`src/rtl/key_event_decoder_pkg.sv`:
```
// key_evt_pkg: shared types and helpers for the key event decoder.
//   key_state_t   - classifier state encoding
//   MS_CNT_W      - width of the millisecond counters
//   ticks_per_ms  - sys_clk cycles per millisecond for a given clock frequency
package key_evt_pkg;

  typedef enum logic [2:0] {
    IDLE      = 3'd0,
    PRESS1    = 3'd1,
    WAIT2     = 3'd2,
    PRESS2    = 3'd3,
    LONG_HELD = 3'd4
  } key_state_t;

  localparam int unsigned MS_CNT_W = 16;

  function automatic int unsigned ticks_per_ms(input int unsigned clk_freq);
    return clk_freq / 1000;
  endfunction

endpackage

```
`src/rtl/key_event_decoder_ms_tick_gen.sv`:
```
// ms_tick_gen: millisecond prescaler.
// Counts 0..TICKS_PER_MS-1 and flags tick while the count sits at its
// terminal value, so the consumer sees exactly one tick cycle per ms.
// Ports:
//   sys_clk  in   system clock
//   sys_rst  in   synchronous active-high reset
//   clr      in   synchronous clear, restarts the current millisecond
//   tick     out  one cycle per TICKS_PER_MS cycles
module ms_tick_gen #(
  parameter int unsigned TICKS_PER_MS = 100_000
) (
  input  logic sys_clk,
  input  logic sys_rst,
  input  logic clr,
  output logic tick
);

  localparam int unsigned PW = (TICKS_PER_MS > 1) ? $clog2(TICKS_PER_MS) : 1;

  logic [PW-1:0] presc;

  always_comb begin
    tick = (presc == PW'(TICKS_PER_MS - 1));
  end

  always_ff @(posedge sys_clk) begin
    if (sys_rst || clr) begin
      presc <= '0;
    end else if (tick) begin
      presc <= '0;
    end else begin
      presc <= presc + 1'b1;
    end
  end

endmodule

```
`src/rtl/key_event_decoder.sv`:
```
// key_event_decoder: classifies debounced key presses into short press,
// long press and double click (one-cycle pulses) plus a held level.
// Optional build macro KEY_REPEAT_EN: long_press repeats every REPEAT_MS
// while the key stays in the long-held state.
// Ports:
//   sys_clk       in   system clock
//   sys_rst       in   synchronous active-high reset
//   key_flag      in   strobe: debounced level updated
//   key_value     in   debounced level, valid with key_flag (0 = pressed)
//   short_press   out  pulse: single short press completed
//   long_press    out  pulse: key held for LONG_MS (and repeats if enabled)
//   double_click  out  pulse: second short press released
//   key_held      out  level: key considered pressed
module key_event_decoder
  import key_evt_pkg::*;
#(
  parameter int unsigned CLK_FREQ  = 100_000_000,
  parameter int unsigned LONG_MS   = 1000,
  parameter int unsigned DCLICK_MS = 300,
  parameter int unsigned REPEAT_MS = 200
) (
  input  logic sys_clk,
  input  logic sys_rst,
  input  logic key_flag,
  input  logic key_value,
  output logic short_press,
  output logic long_press,
  output logic double_click,
  output logic key_held
);

  localparam int unsigned TICKS = ticks_per_ms(CLK_FREQ);

  if ((CLK_FREQ % 1000) != 0 || CLK_FREQ == 0 ||
      LONG_MS   < 1 || LONG_MS   > 65535 ||
      DCLICK_MS < 1 || DCLICK_MS > 65535 ||
      REPEAT_MS < 1 || REPEAT_MS > 65535) begin : g_bad_cfg
    $error("key_event_decoder: parameter out of range");
  end

  key_state_t          state, state_nxt;
  logic [MS_CNT_W-1:0] ms_cnt;
  logic                ms_tick;
  logic                state_chg;
  logic                press_ev, rel_ev;
  logic                sp_nxt, lp_nxt, dc_nxt, held_nxt;

  always_comb begin
    press_ev  = key_flag & ~key_value;
    rel_ev    = key_flag & key_value;
    state_chg = (state_nxt != state);
  end

  // Timing restarts on every transition; redundant events leave state
  // unchanged and therefore do not disturb the running count.
  ms_tick_gen #(
    .TICKS_PER_MS(TICKS)
  ) u_ms_tick (
    .sys_clk (sys_clk),
    .sys_rst (sys_rst),
    .clr     (state_chg),
    .tick    (ms_tick)
  );

  always_ff @(posedge sys_clk) begin
    if (sys_rst || state_chg) begin
      ms_cnt <= '0;
    end else if (ms_tick && (ms_cnt != '1)) begin
      ms_cnt <= ms_cnt + 1'b1;
    end
  end

`ifdef KEY_REPEAT_EN
  // Fires on the tick that completes REPEAT_MS, so repeats are exactly
  // REPEAT_MS apart starting from LONG_HELD entry.
  logic [MS_CNT_W-1:0] rep_cnt;
  logic                rep_fire;

  always_comb begin
    rep_fire = ms_tick && (rep_cnt == MS_CNT_W'(REPEAT_MS - 1));
  end

  always_ff @(posedge sys_clk) begin
    if (sys_rst || state_chg) begin
      rep_cnt <= '0;
    end else if (ms_tick) begin
      rep_cnt <= rep_fire ? '0 : rep_cnt + 1'b1;
    end
  end
`endif

  always_comb begin
    state_nxt = state;
    sp_nxt    = 1'b0;
    lp_nxt    = 1'b0;
    dc_nxt    = 1'b0;
    case (state)
      IDLE: begin
        if (press_ev) state_nxt = PRESS1;
      end
      PRESS1: begin
        if (rel_ev) begin
          state_nxt = WAIT2;
        end else if (ms_cnt == MS_CNT_W'(LONG_MS)) begin
          state_nxt = LONG_HELD;
          lp_nxt    = 1'b1;
        end
      end
      WAIT2: begin
        if (press_ev) begin
          state_nxt = PRESS2;
        end else if (ms_cnt == MS_CNT_W'(DCLICK_MS)) begin
          state_nxt = IDLE;
          sp_nxt    = 1'b1;
        end
      end
      PRESS2: begin
        if (rel_ev) begin
          state_nxt = IDLE;
          dc_nxt    = 1'b1;
        end else if (ms_cnt == MS_CNT_W'(LONG_MS)) begin
          state_nxt = LONG_HELD;
          lp_nxt    = 1'b1;
        end
      end
      LONG_HELD: begin
        if (rel_ev) begin
          state_nxt = IDLE;
        end
`ifdef KEY_REPEAT_EN
        else if (rep_fire) begin
          lp_nxt = 1'b1;
        end
`endif
      end
      default: state_nxt = IDLE;
    endcase
    held_nxt = (state_nxt == PRESS1) || (state_nxt == PRESS2) ||
               (state_nxt == LONG_HELD);
  end

  always_ff @(posedge sys_clk) begin
    if (sys_rst) begin
      state        <= IDLE;
      short_press  <= 1'b0;
      long_press   <= 1'b0;
      double_click <= 1'b0;
      key_held     <= 1'b0;
    end else begin
      state        <= state_nxt;
      short_press  <= sp_nxt;
      long_press   <= lp_nxt;
      double_click <= dc_nxt;
      key_held     <= held_nxt;
    end
  end

endmodule

```
`config.mk`:
```
export PLATFORM = sky130hd
export DESIGN_NAME = key_event_decoder
export DESIGN_NICKNAME = d
export VERILOG_FILES = /design/src/rtl/key_event_decoder_pkg.sv /design/src/rtl/key_event_decoder_ms_tick_gen.sv /design/src/rtl/key_event_decoder.sv
export SDC_FILE = /design/constraint.sdc
export NUM_CORES = 1
export LEC_CHECK = 0
export CORE_MARGIN = 8
export CORE_UTILIZATION = 45
export CTS_CLUSTER_SIZE = 20
export DETAILED_ROUTE_END_ITERATION = 7
export PLACE_DENSITY = 0.61
export REMOVE_ABC_BUFFERS = 1
export SLEW_MARGIN = 20
export SYNTH_ARGS = -nofsm -noshare
export SYNTH_HDL_FRONTEND = slang
export SYNTH_HIERARCHICAL = 1
export SYNTH_SLANG_ARGS = --single-unit
```
`constraint.sdc`:
```
create_clock -name sys_clk -period 2.5 [get_ports sys_clk]
set_input_delay 0.375 -clock sys_clk [delete_from_list [all_inputs] [get_ports sys_clk]]
set_output_delay 0.375 -clock sys_clk [all_outputs]
set_load 0.1 [all_outputs]
```
Word level (Yosys, flattened, before mapping)
Cells that the tools add are included.
{"block": "totals", "wordCells": 48, "inputBits": 4, "register_bits": 40}
{"block": "op_classes", "addsub": 2, "n_reduce_logical": 10, "eq_ne": 12, "n_bitwise": 6, "muxes": 11}
{"operator": "two-way mux 3 bit", "n": 7}
{"operator": "adder 17 x 1 -> 17 bit (second input constant)", "n": 1}
{"operator": "== test 17 bit (second input constant)", "n": 1}
{"operator": "adder 16 x 1 -> 16 bit (second input constant)", "n": 1}
{"operator": "== test 16 x 10 -> 1 bit (second input constant)", "n": 1}
{"operator": "== test 16 x 9 -> 1 bit (second input constant)", "n": 1}
{"operator": "inequality test 16 bit (second input constant)", "n": 1}
{"operator": "one-hot mux 3 bit (5 select lines)", "n": 1}
{"operator": "== test 3 x 2 -> 1 bit (second input constant)", "n": 3}
{"operator": "== test 3 x 1 -> 1 bit (second input constant)", "n": 2}
{"operator": "== test 3 bit (second input constant)", "n": 2}
{"operator": "OR reduction 2 bit", "n": 3}
{"operator": "OR reduction 3 bit", "n": 2}
{"operator": "inverter 1 bit", "n": 4}
{"operator": "logical NOT 3 bit", "n": 1}
{"operator": "logical OR 1 bit", "n": 3}
{"operator": "two-way mux 1 bit", "n": 3}
{"operator": "inequality test 3 bit", "n": 1}
{"operator": "AND 1 bit", "n": 2}
{"operator": "logical AND 1 bit", "n": 1}

Depth between registers and ports, before layout
Gate-level depths: netlist of the first run.
{"block": "depth", "ltp_word": 7, "depth_mapped": 10, "mapped_depth_nobuf": 9}

Cells and area by module
The synthesis of the first run kept the hierarchy.
{"module": "key_event_decoder", "instances": 1, "cells_each": 152, "area_per_inst_um2": 1257.5}
{"module": "ms_tick_gen", "instances": 1, "cells_each": 89, "area_per_inst_um2": 800.8}

Least setup slack after synthesis of the first run
OpenSTA, ideal clock, no wires.
{"block": "synth_timing", "path_kind": "reg-to-reg", "start": "register u_ms_tick.presc[0]", "end": "register ms_cnt[15]", "path_stages_with_launch": 10, "t_required_ns": 2.386, "t_arrival_ns": 2.494, "path_slack_ns": -0.108, "synth_period_minus_slack_ns": 2.608, "path_cell_list": "dfxtp_1 > ha_1 > nand4_4 > or2_4 > nor3_1 > nand3_1 > nor4_1 > nand3_1 > mux2i_1 > nor2_1"}
{"block": "synth_between", "elab_chain_len": 2}
{"item": "start, declared", "line_no": "key_event_decoder_ms_tick_gen.sv:20", "rtl": "logic [PW-1:0] presc;"}
{"item": "start signal, assigned", "line_no": "key_event_decoder_ms_tick_gen.sv:32", "rtl": "presc <= presc + 1'b1;"}
{"item": "== test 17 bit", "line_no": "key_event_decoder_ms_tick_gen.sv:23", "rtl": "tick = (presc == PW'(TICKS_PER_MS - 1));"}
{"item": "via ms_tick", "line_no": "key_event_decoder.sv:43", "rtl": "logic ms_tick;"}
{"item": "logical AND 1 bit", "line_no": "key_event_decoder.sv:68", "rtl": "end else if (ms_tick && (ms_cnt != '1)) begin"}
{"item": "end signal, assigned", "line_no": "key_event_decoder.sv:69", "rtl": "ms_cnt <= ms_cnt + 1'b1;"}
{"item": "end, declared", "line_no": "key_event_decoder.sv:42", "rtl": "logic [MS_CNT_W-1:0] ms_cnt;"}
The timed path passes the listed nets, and every way through them passes these cells.
A chain may end at the register's enable or synchronous reset.

Final worst setup path of the first run
{"block": "layout_timing", "start": "register u_ms_tick.presc[1]", "end": "register ms_cnt[13]"}
Same word-level chain as after synthesis.

==> results of run 1 <==
-- layout make-up --
cell class | count | area, µm² | area share [%]
Clock buffer | 6 | 82.6 | 3.42
Clock inverter | 2 | 38.8 | 1.60
Inverter | 7 | 26.3 | 1.09
Multi-Input combinational cell | 185 | 1200 | 49.6
Sequential cell | 40 | 802 | 33.2
Tap cell | 52 | 65.1 | 2.69
Timing Repair Buffer | 26 | 203 | 8.39
-- state kept, by name, summed over array words and instances, names as in the netlist --
name / cells
double_click: 1
key_held: 1
long_press: 1
ms_cnt: 16
short_press: 1
state: 3
u_ms_tick/presc: 17
-- routing by layer --
metal	GRT usage, %	vias to the layer above
li1	-	912
met1	15.7	815
met2	17.5	29
met3	3.91	4
met4	4.24	0
met5	0	-
-- power by group --
group | switching, mW | internal [mW]
Clock | 0.228 | 0.326
Sequential | 0.00946 | 0.644
Combinational | 0.0461 | 0.0320
-- placed cells by master (no fill, tap or decap), types with 2 or more instances in the layout --
| cell | count |
|---|---|
| nor2b_1 | 3 |
| nand4_1 | 8 |
| nor4_1 | 9 |
| nand2b_1 | 2 |
| dfxtp_1 | 39 |
| clkdlybuf4s50_1 | 3 |
| o21ai_0 | 2 |
| buf_4 | 23 |
| a211oi_2 | 2 |
| nor2_1 | 40 |
| a21oi_1 | 7 |
| nor3_1 | 13 |
| mux2i_1 | 2 |
| or3_1 | 2 |
| and2_1 | 4 |
| ha_1 | 2 |
| nand3_1 | 15 |
| inv_1 | 7 |
| clkbuf_8 | 6 |
| xnor2_1 | 16 |
| xor2_1 | 6 |
| a31oi_1 | 4 |
| and4_1 | 3 |
| nand2_1 | 13 |
| and3_1 | 6 |
-- repair_timing --
action	CTS	global route
hold endpoints to repair	0	0
resized for setup	0	5
setup buffers	0	3
endpoints found under the setup margin	0	4
-- worst reg2reg max path: cells and delay by family, from the launching register on --
family,cells,cell delay [ns]
XOR/XNOR,1,0.17
adder cells (fa/ha/maj),1,0.17
flip-flops,1,0.40
AND/OR/NAND/NOR,7,1.19
buffers and inverters,2,0.33
-- cell families (layout without fill, tap and decap cells) --
| logic type | count (synthesis) | after routing | synth area share (%) |
|---|---|---|---|
| and+or+nand+nor | 133 | 133 | 35.5 |
| DFF | 40 | 40 | 38.9 |
| AOI/OAI and AO/OA | 25 | 25 | 9.67 |
| xor gates and xnor gates | 22 | 22 | 9.36 |
| buffers and inverters | 16 | 41 | 3.77 |
| adders and majority gates | 3 | 3 | 1.82 |
| muxes | 2 | 2 | 0.973 |
-- through the flow --
stage | total power, mW | cells | area, µm² | utilization (%) | hold slack [ns]
finish | 1.29 | 318 | 2420 | 55.1 | 0.525
global route | 1.34 | 318 | 2420 | 55.1 | 0.575
CTS | 1.30 | 315 | 2370 | 54.1 | 0.540
detailed placement | 0.740 | 307 | 2250 | 51.4 | 0.514
global placement | 0.740 | 307 | 2250 | 51.4 | 0.508
floorplan | 0.710 | 232 | 2010 | - | 0.441
-- worst max-delay path by stage --
| stage | end | slack [ns] | cells after the start |
|---|---|---|---|
| after global placement | ms_cnt[14] | 0.13 | 5 |
| after global routing | ms_cnt[13] | -0.05 | 11 |
| after detailed placement | ms_cnt[14] | 0.10 | 5 |
| after floorplan | ms_cnt[15] | -0.12 | 9 |
| after CTS | ms_cnt[15] | 0.12 | 11 |
| final | ms_cnt[13] | 0.12 | 11 |
==> impl_metrics.json, run 1 <==
{
  "run_status": "finished clean",
  "gp_congestion": 0.871,
  "hold_class": "reg2reg",
  "regToRegStartpoint": "u_ms_tick/presc[1]",
  "syn_avg_cell_area_um2": 8.54,
  "met3_length_um": 215,
  "insertion_delay_ns": 0.29,
  "tightest_slew_ns": 0.710,
  "numCtsBuffers": 5,
  "syn_to_final_growth_pct": 17.4,
  "place_hpwl_um": 2960,
  "slew-limit-headroom_pct": 52.7,
  "cp-start-kind": "flop",
  "path_cells": "ha_4, nand4_4, or2_4, nor3_2, buf_4, nand3_1, nor4_1, buf_4, nand4_1, xor2_1, nor2_1",
  "crit_path_end_kind": "flop",
  "path_max_fanout": 6,
  "synth_common_cells": "nor2_1 (41), dfxtp_1 (40), xnor2_1 (16)",
  "grt_pass1_wl_um": 7160,
  "syn_inst": 241,
  "fin_setup_tns_ns": 0,
  "pre_cts_slack_ns": 0.102,
  "cpPeakStageDelay_ns": 0.40,
  "clockRootBuffer": "clkbuf_8",
  "yosys.cell_count.top_type": "nor2_1",
  "synthFlopType": "dfxtp_1",
  "rows": 24,
  "io_buffers": 7,
  "finalMaxSlewViolations": 0,
  "arrival_ns": 2.55,
  "boundaryPins": 8,
  "r2r_end": "ms_cnt[13]",
  "yosysTopAreaCellShare_pct": 38.9,
  "synth.area.top_cells": "dfxtp_1 (39%), nor2_1 (7.5%), xnor2_1 (6.8%), nand3_1 (3.6%), nor3_1 (3.4%)",
  "grt_pass1_vias": 1584,
  "clock-sinks": 40,
  "wl_um": 4310,
  "p_leak_nw": 0.847,
  "async_flop_share_pct": 0,
  "yosys_register_bits": 40,
  "num-nets-final": 272,
  "wl_met1_um": 2160,
  "dr.pass1.iters": 5,
  "synth_top_area_cell": "dfxtp_1",
  "routed-wl-met2_um": 1900,
  "fill_cells": 400,
  "ir_drop_mv": 0.275,
  "gr-total-overflow": 0,
  "synth_edf_count": 0,
  "htree_levels": 2,
  "critical_path_buf_inv_count": 2,
  "r2r.worst_path.cells": 11,
  "routed_via_density": 5.53,
  "via_count": 1760,
  "regToRegSetupSlack_ns": 0.12,
  "hold_violations": 0,
  "die_x_um": 83.6,
  "whs_path_depth": 2,
  "postLayoutSetupSlackWorst_ns": 0.123,
  "synth_cell_types": 49,
  "hp-start": "ms_cnt[13]",
  "netlist_area_um2": 2060,
  "cp.required_ns": 2.68,
  "grt_max_degree": 18,
  "cts_hold_buf": 0,
  "critical_path.startpoint": "u_ms_tick/presc[1]",
  "min_to": "ms_cnt[13]",
  "first_iter_violations": 95,
  "maxCapViolations": 0,
  "worstSetupPathType": "reg2reg",
  "clock_skew_ns": 0.00654,
  "die_h_um": 83.6,
  "grt_usage_pct": 11.9,
  "routedWlPerCell_um": 13.6,
  "finalSetupViolations": 0,
  "max_freq_mhz": 421,
  "clkSlewWorstSetupHoldPaths_ns": 0.08,
  "crit_slowest_cell": "dfxtp_1",
  "drc": 0,
  "powerDensity_nw_per_um2": 532,
  "die-area_um2": 6990,
  "cpMostUsedCell": "buf_4",
  "cts_tree": "done",
  "antenna_found_initial": 0,
  "n_antenna_cell": 0,
  "final_antenna_net_count": 0,
  "core_um2": 4380,
  "cpLargestDelayFamily": "simple AND/OR/NAND/NOR gates",
  "fin_crit_ns": 2.38,
  "initial_core_util_pct": 46.9,
  "ctsLongestPathBuffers": 2,
  "synth_seq_area_share_pct": 38.9,
  "dr.max_layer_used": "met4",
  "drive_gt1_share_pct": 17.3,
  "yosysWarnings": 6,
  "fin_crit_sh_pct": 95.1
}
No activity file was read; power rests on OpenSTA's default activity.
==> run 2, diff against run 1 <==
--- a/config.mk
+++ b/config.mk
@@ -9,6 +9,7 @@
 export CORE_UTILIZATION = 45
 export CTS_CLUSTER_SIZE = 20
 export DETAILED_ROUTE_END_ITERATION = 7
+export HOLD_SLACK_MARGIN = 0.08
 export PLACE_DENSITY = 0.61
 export REMOVE_ABC_BUFFERS = 1
 export SLEW_MARGIN = 20
==> results of run 2 <==
Same layout as run 1: the final DEF is identical, and so are final timing and power.
==> run 3, diff against run 2 <==
--- a/config.mk
+++ b/config.mk
@@ -7,10 +7,10 @@
 export LEC_CHECK = 0
 export CORE_MARGIN = 8
 export CORE_UTILIZATION = 45
-export CTS_CLUSTER_SIZE = 20
+export CTS_CLUSTER_SIZE = 10
 export DETAILED_ROUTE_END_ITERATION = 7
 export HOLD_SLACK_MARGIN = 0.08
-export PLACE_DENSITY = 0.61
+export PLACE_DENSITY = 0.59
 export REMOVE_ABC_BUFFERS = 1
 export SLEW_MARGIN = 20
 export SYNTH_ARGS = -nofsm -noshare
==> constraint.sdc (replaced) <==
create_clock -name sys_clk -period 2.9 [get_ports sys_clk]
set_input_delay 0.435 -clock sys_clk [delete_from_list [all_inputs] [get_ports sys_clk]]
set_output_delay 0.435 -clock sys_clk [all_outputs]
set_load 0.1 [all_outputs]
==> impl_metrics.json, run 3 (synthesized netlist as in run 1, its figures left out) <==
{
  "rsz0062_at_grt": "no",
  "ctsLongestPathBuffers": 2,
  "internal_power_mw": 0.855,
  "top_register": "u_ms_tick/presc",
  "hold_violations": 0,
  "regToRegSetupSlack_ns": 0.40,
  "instances_no_fill": 301,
  "cts_hold_buf": 0,
  "cp.required_ns": 3.13,
  "top_regs": "u_ms_tick/presc: 17 flops, ms_cnt: 16 flops, state: 3 flops",
  "worstSetupPathType": "reg2reg",
  "critical_path.startpoint": "ms_cnt[0]",
  "cts_setup_buffers": 0,
  "finalSetupViolations": 0,
  "maxCapViolations": 0,
  "grt_pass1_wl_um": 7240,
  "crit_cells": 9,
  "clock-sinks": 40,
  "r2r_end": "u_ms_tick/presc[12]",
  "io_buffers": 7,
  "critical_path_buf_inv_count": 1,
  "crit_slowest_cell": "or4b_1",
  "p_seq_share_pct": 51.2,
  "dr.pass1.iters": 4,
  "drc": 0,
  "cp-start-kind": "flop",
  "path_max_fanout": 17,
  "run_status": "finished clean",
  "numCtsBuffers": 5,
  "fin_area_um2": 2270,
  "n_antenna_cell": 0,
  "cts_tree": "done",
  "ir_drop_mv": 0.241,
  "die_x_um": 83.6,
  "powerDensity_nw_per_um2": 484,
  "switching_share_pct": 22.2,
  "tightest_slew_ns": 0.733,
  "gr-total-overflow": 0,
  "arrival_ns": 2.73,
  "core_um2": 4380,
  "wl_um": 4090,
  "die_h_um": 83.6,
  "insertion_delay_ns": 0.29,
  "finalMaxSlewViolations": 0,
  "crit_end": "u_ms_tick/presc[12]",
  "fin_crit_ns": 2.50,
  "p_clk_share_pct": 43.8,
  "num-nets-final": 255,
  "boundaryPins": 8,
  "routedWlPerCell_um": 13.6,
  "switchingPower_mw": 0.244,
  "syn_to_final_growth_pct": 10.2,
  "largest_register_ffs": 17,
  "drive_gt1_share_pct": 10.0,
  "cpLargestDelayFamily": "simple AND/OR/NAND/NOR gates",
  "postLayoutSetupSlackWorst_ns": 0.400,
  "layout_common_cells": "nor2_1 (41), dfxtp_1 (40), xnor2_1 (16)",
  "numPlacedInstances": 293,
  "hold_class": "reg2reg",
  "regToRegStartpoint": "ms_cnt[0]",
  "slew-limit-headroom_pct": 51.2,
  "antenna_found_initial": 0,
  "place_hpwl_um": 2860,
  "final_common_cell": "nor2_1",
  "htree_levels": 2,
  "totalPowerFinal_mw": 1.10,
  "first_iter_violations": 121,
  "grt_pass1_vias": 1553,
  "path_cells": "inv_1, ha_1, or4bb_1, nor4_4, or4b_1, a31o_2, nor2_1, o31ai_4, nor2_1",
  "rows": 24,
  "post_cts_resize_count": 0,
  "via_count": 1690,
  "die-area_um2": 6990,
  "fin_setup_tns_ns": 0,
  "crit_path_end_kind": "flop",
  "cpPeakStageDelay_ns": 0.54,
  "fin_crit_sh_pct": 86.2,
  "dpl_cell_area_um2": 2150,
  "routed_via_density": 5.61,
  "grt_max_degree": 18,
  "final_antenna_net_count": 0,
  "p_comb_share_pct": 4.9,
  "gp_congestion": 0.807,
  "clockRootBuffer": "clkbuf_8",
  "pre_cts_slack_ns": 0.260,
  "clock_skew_ns": 0.00582,
  "clkSlewWorstSetupHoldPaths_ns": 0.08,
  "cpMostUsedCell": "nor2_1",
  "grt_usage_pct": 12.0,
  "initial_core_util_pct": 46.9,
  "max_freq_mhz": 400,
  "p_leak_nw": 0.760,
  "r2r.worst_path.cells": 9
}
[run 3: power groups by stage]
stage	sequential, mW	clock (mW)	combinational (mW)
floorplan	0.581	0	0.0309
global placement	0.575	0	0.0551
detailed placement	0.576	0	0.0541
CTS	0.563	0.498	0.0545
global route	0.565	0.524	0.0594
finish	0.563	0.482	0.0543
[run 3: stage by stage]
stage                     hold WS (ns)  util (%)
after global placement           0.459      49.0
after floorplan                  0.441         -
after detailed placement         0.470      49.0
after CTS                        0.490      51.7
after global routing             0.522      51.7
final                            0.488      51.7
[run 3: cell type report]
class                      instances  area (µm²)
inverter                           7        26.3
clock inverter                     2        38.8
clock buffer                       6        82.6
multi-input combinational        185        1180
tap                               52        65.1
fill                             417        2120
sequential                        40         801
timing repair buffer               9        75.1
[run 3: worst min path at each step]
stage / startpoint / cells past startpoint / slack [ns] / endpoint
after CTS: u_ms_tick/presc[0] / 1 / 0.49 / u_ms_tick/presc[0]
after detailed placement: u_ms_tick/presc[0] / 1 / 0.47 / u_ms_tick/presc[0]
after floorplan: u_ms_tick/presc[0] / 1 / 0.44 / u_ms_tick/presc[0]
final: u_ms_tick/presc[0] / 1 / 0.49 / u_ms_tick/presc[0]
after global routing: u_ms_tick/presc[0] / 1 / 0.52 / u_ms_tick/presc[0]
after global placement: u_ms_tick/presc[0] / 1 / 0.46 / u_ms_tick/presc[0]
[run 3: worst register-to-register path, cell delays in order (launching register included)]
cell	delay [ns]
dfxtp_1	0.39
inv_1	0.09
ha_1	0.22
or4bb_1	0.23
nor4_4	0.07
or4b_1	0.55
a31o_2	0.27
nor2_1	0.23
o31ai_4	0.24
nor2_1	0.16
[run 3: per-layer routing]
layer	wire length, µm	global-route usage (%)	vias to the layer above
met5	0	0	-
met4	68	5.81	0
met3	193	3.13	7
met2	1600	16.4	45
met1	2220	16.8	762
li1	-	-	876
